[src/rtl/cosim_stim_sequencer.sv]
// ----------------------------------------------------------------------------
// cosim_stim_sequencer
//
// Stimulus-and-check sequencer for a golden / post-synthesis DUT pair.
// It replays a fixed co-simulation sequence in hardware so the same check can
// run on emulation or FPGA. The sequence is:
//   RST1 -> GAP1 -> RAND (NUM_RANDOM LFSR vectors) -> RST2 -> GAP2 -> DIR
// It ends in DONE, where the statistics and the pass flag are held.
//
// Ports
//   clk              system clock, rising edge
//   rst              asynchronous active-low reset
//   start            begin a sequence (accepted only in IDLE or DONE)
//   dut_rst          active-high reset driven to both DUTs
//   stim             stimulus driven to both DUTs
//   golden           golden DUT output
//   netlist          post-synthesis DUT output
//   cmp_strobe       high in the cycle whose closing edge samples the compare
//   busy             sequence in progress (RST1..DIR)
//   done             sequence complete, held until the next start
//   pass             valid with done; 1 when no compare mismatched
//   vec_cnt          number of compares performed
//   mismatch_cnt     number of mismatching compares, saturating
//   first_mm_idx     vec_cnt value at the first mismatch
//   first_mm_golden  golden value captured at the first mismatch
//   first_mm_netlist netlist value captured at the first mismatch
// ----------------------------------------------------------------------------
module cosim_stim_sequencer #(
    parameter int          WIDTH      = 32,
    parameter int          NUM_RANDOM = 1000,
    parameter int          HOLD       = 2,
    parameter logic [31:0] SEED       = 32'h00000001,
    parameter logic [31:0] DIRECTED   = 32'hABCDEFAB,
    parameter int          CNT_W      = 16
) (
    input  logic             clk,
    input  logic             rst,
    input  logic             start,
    output logic             dut_rst,
    output logic [WIDTH-1:0] stim,
    input  logic [WIDTH-1:0] golden,
    input  logic [WIDTH-1:0] netlist,
    output logic             cmp_strobe,
    output logic             busy,
    output logic             done,
    output logic             pass,
    output logic [CNT_W-1:0] vec_cnt,
    output logic [CNT_W-1:0] mismatch_cnt,
    output logic [CNT_W-1:0] first_mm_idx,
    output logic [WIDTH-1:0] first_mm_golden,
    output logic [WIDTH-1:0] first_mm_netlist
);

    localparam logic [31:0] TAPS     = 32'h80200003;
    // An all-zero seed would lock the LFSR at zero.
    localparam logic [31:0] SEED_EFF = (SEED == 32'h0) ? 32'h1 : SEED;
    localparam int          HOLD_W   = (HOLD > 1) ? $clog2(HOLD) : 1;
    localparam int          RCNT_W   = (NUM_RANDOM > 1) ? $clog2(NUM_RANDOM) : 1;

    typedef enum logic [2:0] {
        IDLE, RST1, GAP1, RAND, RST2, GAP2, DIR, DONE
    } state_t;

    state_t              state, state_nxt;
    logic [HOLD_W-1:0]   hold_cnt;
    logic [RCNT_W-1:0]   rand_cnt;
    logic [31:0]         lfsr;
    logic                cmp_phase;
    logic                hold_last;
    logic                cmp;
    logic                start_ok;
    logic                mismatch;

    function automatic logic [31:0] lfsr_next(input logic [31:0] l);
        return (l >> 1) ^ (l[0] ? TAPS : 32'h0);
    endfunction

    assign cmp_phase = (state == RST1) || (state == RAND) ||
                       (state == RST2) || (state == DIR);
    assign hold_last = (hold_cnt == HOLD_W'(HOLD - 1));
    assign cmp       = cmp_phase && hold_last;
    assign start_ok  = start && ((state == IDLE) || (state == DONE));
    assign mismatch  = (golden != netlist);

    always_ff @(posedge clk or negedge rst) begin
        if (!rst) begin
            state            <= IDLE;
            hold_cnt         <= '0;
            rand_cnt         <= '0;
            lfsr             <= SEED_EFF;
            vec_cnt          <= '0;
            mismatch_cnt     <= '0;
            first_mm_idx     <= '0;
            first_mm_golden  <= '0;
            first_mm_netlist <= '0;
        end else begin
            state <= state_nxt;

            if (cmp_phase && !hold_last)
                hold_cnt <= hold_cnt + HOLD_W'(1);
            else
                hold_cnt <= '0;

            if (start_ok) begin
                rand_cnt         <= '0;
                lfsr             <= SEED_EFF;
                vec_cnt          <= '0;
                mismatch_cnt     <= '0;
                first_mm_idx     <= '0;
                first_mm_golden  <= '0;
                first_mm_netlist <= '0;
            end

            if (cmp) begin
                vec_cnt <= vec_cnt + CNT_W'(1);
                if (mismatch) begin
                    // Saturation never returns to zero, so zero means "no mismatch yet".
                    if (mismatch_cnt == '0) begin
                        first_mm_idx     <= vec_cnt;
                        first_mm_golden  <= golden;
                        first_mm_netlist <= netlist;
                    end
                    if (mismatch_cnt != {CNT_W{1'b1}})
                        mismatch_cnt <= mismatch_cnt + CNT_W'(1);
                end
                if (state == RAND) begin
                    lfsr     <= lfsr_next(lfsr);
                    rand_cnt <= rand_cnt + RCNT_W'(1);
                end
            end
        end
    end

    always_comb begin
        state_nxt  = state;
        dut_rst    = 1'b1;
        stim       = '0;
        busy       = 1'b0;
        done       = 1'b0;
        cmp_strobe = cmp;
        case (state)
            IDLE: if (start) state_nxt = RST1;
            RST1: begin
                busy = 1'b1;
                if (cmp) state_nxt = GAP1;
            end
            GAP1: begin
                busy      = 1'b1;
                dut_rst   = 1'b0;
                state_nxt = RAND;
            end
            RAND: begin
                busy    = 1'b1;
                dut_rst = 1'b0;
                stim    = lfsr[WIDTH-1:0];
                if (cmp && (rand_cnt == RCNT_W'(NUM_RANDOM - 1))) state_nxt = RST2;
            end
            RST2: begin
                busy = 1'b1;
                if (cmp) state_nxt = GAP2;
            end
            GAP2: begin
                busy      = 1'b1;
                dut_rst   = 1'b0;
                state_nxt = DIR;
            end
            DIR: begin
                busy    = 1'b1;
                dut_rst = 1'b0;
                stim    = DIRECTED[WIDTH-1:0];
                if (cmp) state_nxt = DONE;
            end
            DONE: begin
                done = 1'b1;
                if (start) state_nxt = RST1;
            end
            default: state_nxt = IDLE;
        endcase
        pass = done && (mismatch_cnt == '0);
    end

endmodule

[config.mk]
export PLATFORM = sky130hd
export DESIGN_NAME = cosim_stim_sequencer
export DESIGN_NICKNAME = d
export VERILOG_FILES = /design/src/rtl/cosim_stim_sequencer.sv
export SDC_FILE = /design/constraint.sdc
export NUM_CORES = 1
export LEC_CHECK = 0
export ABC_AREA = 1
export ABC_CLOCK_PERIOD_IN_PS = 3050
export BUFFER_PORTS_ARGS = -buffer_cell sky130_fd_sc_hd__buf_2
export CORE_MARGIN = 2
export CORE_UTILIZATION = 55
export DETAILED_ROUTE_END_ITERATION = 12
export PLACE_DENSITY = 0.89
export SLEW_MARGIN = 10
export SYNTH_ARGS = -nofsm -noshare
export SYNTH_HDL_FRONTEND = slang
export SYNTH_SLANG_ARGS = --single-unit
[constraint.sdc]
create_clock -name clk -period 3.05 [get_ports clk]
set_clock_uncertainty 0.05 [all_clocks]
set_input_delay 0.1525 -clock clk [delete_from_list [all_inputs] [get_ports clk]]
set_output_delay 0.1525 -clock clk [all_outputs]
set_load 0.02 [all_outputs]
* Word-level counts from Yosys, hierarchy flattened
Cells that the tools add are included.
Operators by class: equality and inequality tests 15, reductions and logical operators 17, add/sub/neg operators 4, bitwise operators 1, muxes and demuxes 36
Operators with widths (count):
- 32-bit two-way mux | 12
- 16-bit two-way mux | 10
- 32-bit one-hot mux with 2 select lines | 1
- 16-bit by 1-bit adder with 16-bit output (second input constant) | 2
- 32-bit inequality test | 1
- 31-bit by 32-bit bitwise XOR with 32-bit output | 1
- 10-bit two-way mux | 3
- 3-bit one-hot mux with 7 select lines | 1
- 16-bit zero test | 1
- 16-bit inequality test (second input constant) | 1
- 3-bit two-way mux | 5
- 3-bit equality test (second input constant) | 4
- 10-bit by 1-bit adder with 10-bit output (second input constant) | 1
- 10-bit equality test (second input constant) | 1
- 3-bit by 2-bit equality test with 1-bit output (second input constant) | 2
- 2-bit inequality test (second input constant) | 3
- 6-bit OR reduction | 1
- 1-bit logical AND | 5
- 5-bit AND reduction | 1
- 1-bit logical OR | 4
- 1-bit two-way mux | 4
- 2-bit by 1-bit inequality test with 1-bit output (second input constant) | 2
- 4-bit OR reduction | 1
- 3-bit by 1-bit equality test with 1-bit output (second input constant) | 1
- other kinds (5) | 5
Word-level totals: output and inout port bits 149, input bits 67, word-level logic and storage cells 82, bits in registers 158

* Longest topological paths before layout
word-level depth 8, mapped depth 13, mapped depth without buffers 12

* Least setup slack after synthesis
OpenSTA, ideal clock, no wires.
kind register to register, from register mismatch_cnt[1], to register mismatch_cnt[4], buffers on the path 1, data required time 2935 ps, setup slack 1236 ps, clock period less this slack 1814 ps, stages on the path, launching flop included 13, library setup time 65 ps, arrival time 1698 ps, cells stage by stage dfrtp_1 -> ha_1 -> nand3_1 -> nor3_1 -> inv_1 -> nor2_1 -> buf_4 -> nand2_1 -> o21ai_0 -> nand2_1 -> nand2_1 -> nand2_1 -> nand2_1
Between the ends: longest elaborated chain between the ends 4, elaborated cells on any way between the ends 5, those cells by class add/sub (1); eq/ne (1); mux (3)
Ends and longest elaborated chain:
- start: declaration | RTL line 48 | output logic [CNT_W-1:0] mismatch_cnt,
- start signal: assignment | RTL line 124 | mismatch_cnt <= mismatch_cnt + CNT_W'(1);
- 16-bit by 1-bit adder with 16-bit output / 16-bit inequality test (equally long branches) | RTL line 124, 123
- 16-bit two-way mux (*) | RTL line 123 | if (mismatch_cnt != {CNT_W{1'b1}})
- 16-bit two-way mux (*) | RTL line 116 | if (mismatch) begin
- 16-bit two-way mux (*) | RTL line 114 | if (cmp) begin
Every way passes the cells marked *; elsewhere a longest branch is shown, timed or not. A chain may end at the register's enable or synchronous reset.

* Final worst setup path
from input netlist[12], to register first_mm_golden[27]
Between the ends: longest elaborated chain between the ends 3
Ends and longest elaborated chain:
- start: declaration | RTL line 42 | input logic [WIDTH-1:0] netlist,
- 32-bit inequality test | RTL line 83 | assign mismatch = (golden != netlist);
- 32-bit two-way mux | RTL line 116
- 32-bit two-way mux | RTL line 114
- end signal: assignment | RTL line 120 | first_mm_golden <= golden;
- end: declaration | RTL line 50 | output logic [WIDTH-1:0] first_mm_golden,
Every way passes these cells.

==> run_results.csv <==
group,metric,value,unit
floorplanning,start_util,55.9,%
logic_synthesis,syn_avg_cell_area,7.18,sq um
finish,area_delta_synth_final,27.8,%
logic_synthesis,synth.area.mux_share,0.226,%
global_routing,grt_pass1_vias,8763,
worst_setup_path,crit_chain,"dlygate4sd3_1 > buf_2 > xnor2_1 > nand2_1 > nor2_1 > nand2_1 > nor2_1 > nand2_4 > nand3_2 > buf_12 > nand2_1 > nand2_1",
floorplanning,dieArea,17100,sq um
logic_synthesis,synth_area,8850,sq um
run,cap_violations,0,
route,dr.first_iter.drc_count,1040,
sta,drv_slew,0,
sta,finalHoldViolCount,0,
route,dr.pass1.iters,6,
worst_setup_path,cpMaxStageDelayCell,"dlygate4sd3_1",
logic_synthesis,ys_ff_latch,158,
worst_setup_path,critPathTopFamily,"simple AND/OR/NAND/NOR gates",
power_and_ir_drop,leakagePower,6.13,nW
clock_tree,cts_buffers,17,
floorplanning,ioPinCount,216,
finish,drive_gt1_share,18.8,%
clock_tree,clockBufferDepth,2,
placement,dp_hpwl,16.2,mm
logic_synthesis,synth-compound-area-share,6.56,%
sta,rsz0062_at_grt,"no",
sta,finalCritPeriodShare,87.4,%
finish,nets,1551,
power_and_ir_drop,vdd_drop_max,0.581,mV
route,remaining_drc_errors,0,
worst_setup_path,critPathBufInv,3,
route,met2WireLength,12.9,mm
floorplanning,rows,46,
hold_path,min_from,"golden[18]",
placement,place_congestion,0.901,
global_routing,antenna_found_initial,1,
sta,fmax,0.375,GHz
power_and_ir_drop,switching_power,3.96,mW
floorplanning,core_area,15800,sq um
logic_synthesis,syn-instance-count,1233,
route,via_per_inst,5.52,
worst_setup_path,cp-end-kind,"register",
clock_tree,path_clk_slew,0.07,ns
global_routing,grt_util_all_layers,31.8,%
route,wl_per_cell,15.8,um
logic_synthesis,synth.distinct_cells,38,
worst_setup_path,crit_type,"primary input to register",
global_routing,grt_first_pass_wirelength,43.2,mm
worst_setup_path,r2r_start,"mismatch_cnt[0]",
worst_setup_path,start_kind,"primary input",
logic_synthesis,synth_nets,1304,
logic_synthesis,synth_flop_cell,"dfrtp_1",
worst_setup_path,required,3.36,ns
logic_synthesis,yosysWarnings,0,
power_and_ir_drop,combPwrFrac,43.9,%
route,wl_met3,2.45,mm
placement,io_buffers,215,
placement,place_inst,1613,
sta,max-slew-margin-rel,41.3,%
clock_tree,cts-root-buf,"clkbuf_16",
worst_setup_path,critPathMaxStageDelay,0.55,ns
route,routed_wirelength,27.0,mm
clock_tree,clock_sinks,158,
logic_synthesis,synth-adder-area-share,0.566,%
route,vias,9443,
worst_setup_path,cp_max_fo,80,
power_and_ir_drop,internal_power,4.95,mW
logic_synthesis,synth_top_family_by_area,"simple AND/OR/NAND/NOR gates",
logic_synthesis,synth_edf_count,0,
worst_setup_path,cpMostUsedCell,"nand2_1",
logic_synthesis,synth_seq_area_share,44.7,%
floorplanning,die_h,131,um
finish,instances_no_fill,1710,
finish,fin_util,71.5,%
sta,setup_viol,0,
clock_tree,h-tree-depth,4,
global_routing,grt_max_degree,110,
global_routing,grt_overflow,0,
worst_setup_path,crit_start,"netlist[12]",
hold_path,min_path_type,"primary input to register",
sta,finalCriticalPeriod,2.67,ns
clock_tree,cts_tree,"yes",
sta,tightest_slew,0.880,ns
route,top_layer_used,"met4",
run_status,status,"complete, no violations",
power_and_ir_drop,p_per_area,788,nW/um^2
power_and_ir_drop,swShare,44.5,%
sta,setup_tns,0,ns
clock_tree,postCtsSetupRepairBufs,0,
power_and_ir_drop,seqPwrFrac,30.8,%
logic_synthesis,yosys.area_share.simple,33.2,%
floorplanning,die_x,131,um
route,met1_length,10.5,mm
power_and_ir_drop,p_clk_share,25.3,%
logic_synthesis,synthXorXnorAreaFrac,3.17,%
clock_tree,worstSkewPairLatency,0.42,ns
worst_setup_path,arrival,2.97,ns
logic_synthesis,async_reset_ff_share,100,%
route,final_antenna_net_count,0,
[what timing repair did]
item                                   4_1_cts  5_1_grt
hold buffers                                64        0
setup endpoints to repair                    0        0
endpoints found under the hold margin      151        0
gates resized for setup                      0        0
[cells in the final DEF (no fill, tap or decap), drive strengths merged]
master,synthesis,layout
nand2,379,379
buf,54,231
inv,182,184
nor2,160,160
dfrtp,157,157
nand4,96,96
dlygate4sd3,0,64
nand3,41,41
o21ai,36,36
o22ai,34,34
xnor2,23,23
clkbuf,13,21
a21oi,16,16
xor2,9,9
nor3,9,9
clkinv,0,5
ha,4,4
o31ai,4,4
bufinv,0,3
mux2i,2,2
o21a,2,2
a22o,2,2
nor4,2,2
diode,0,1
a31oi,1,1
and2,1,1
o32ai,1,1
and3,1,1
or2,1,1
a22oi,1,1
a41oi,1,1
clkinvlp,0,1
dfstp,1,1
[power groups by stage]
stage / sequential (mW) / clock, mW / combinational (mW)
final: 2.75 / 2.26 / 3.91
after global routing: 2.78 / 2.38 / 4.25
after CTS: 2.72 / 2.27 / 3.78
after detailed placement: 2.76 / 0 / 3.68
after global placement: 2.74 / 0 / 3.62
after floorplan: 3.06 / 0 / 2.35
[worst paths after layout]
path / end / slack (ns) / cells after the start
setup / recovery: first_mm_golden[27] / 0.38 / 12
hold / removal: first_mm_golden[18] / 0.05 / 3
setup reg to reg: first_mm_netlist[14] / 0.66 / 9
hold reg to reg: hold_cnt / 0.43 / 1
max in group asynchronous: lfsr[0] / 1.79 / 3
min in group asynchronous: first_mm_golden[21] / 0.35 / 2
[metal layers]
metal / up-vias / global-route usage, %
li1: 4385 / -
met4: 0 / 16.6
met1: 4347 / 40.2
met3: 119 / 7.33
met2: 592 / 51.3
met5: - / 0
[per-stage QoR]
step / area [sq um] / total power [mW] / worst slack [ns] / hold slack (ns)
4_1_cts: 11300 / 8.77 / 0.522 / 0.0312
6_report: 11300 / 8.92 / 0.384 / 0.0461
3_3_place_gp: 10000 / 6.37 / 0.666 / 0.247
5_1_grt: 11300 / 9.41 / 0.282 / 0.0277
2_1_floorplan: 8850 / 5.40 / 1.24 / -0.193
3_5_place_dp: 10000 / 6.44 / 0.722 / 0.252
[layout make-up]
class,count,area (sq um)
Timing Repair Buffer,295,1890
Clock buffer,21,470
Tap cell,216,270
Multi-Input combinational cell,826,3880
Sequential cell,158,3960
Antenna cell,1,2.50
Clock inverter,11,155
Fill cell,1153,4520
Inverter,182,683
[synth_stat cells (2+ instances only)]
| master | n | area [sq um] |
|---|---|---|
| o31ai_1 | 3 | 22.5 |
| xnor2_1 | 23 | 201 |
| dfrtp_1 | 157 | 3930 |
| clkbuf_1 | 13 | 48.8 |
| nand3_2 | 2 | 20.0 |
| a22o_1 | 2 | 17.5 |
| xor2_1 | 9 | 78.8 |
| nor4_1 | 2 | 12.5 |
| o21ai_1 | 3 | 15.0 |
| a21oi_1 | 16 | 80.1 |
| nand2_2 | 4 | 25.0 |
| inv_2 | 6 | 22.5 |
| buf_1 | 2 | 7.51 |
| nor2_1 | 158 | 593 |
| nand4_1 | 96 | 601 |
| inv_1 | 176 | 661 |
| o21ai_0 | 33 | 165 |
| buf_4 | 9 | 67.6 |
| buf_2 | 42 | 210 |
| o21a_1 | 2 | 15.0 |
| nand3_1 | 39 | 195 |
| ha_1 | 4 | 50.1 |
| nand2_1 | 375 | 1410 |
| nor3_1 | 9 | 45.0 |
| o22ai_1 | 34 | 213 |
| mux2i_1 | 2 | 20.0 |
[state kept, by name (all words and copies together), names as in the netlist]
signal            flops
first_mm_golden      32
first_mm_netlist     32
lfsr                 32
first_mm_idx         16
mismatch_cnt         16
vec_cnt              16
rand_cnt             10
state                 3
hold_cnt              1
[cells by family after synthesis]
kind of cell,count (synthesis)
and+or+nand+nor,690
buffers and inverters,249
DFF,158
AOI/OAI and AO/OA,98
xor gates and xnor gates,32
adders and majority gates,4
muxes,2
[worst register-to-register path, cell delays in order (launching register included)]
cell	delay, ns
dfrtp_1	0.40
inv_1	0.15
ha_1	0.17
nand3_1	0.11
nor4_2	0.41
buf_12	0.32
nand3_2	0.14
buf_12	0.24
nand2_1	0.23
nand2_1	0.07
Power figures use the tool's default switching activity.
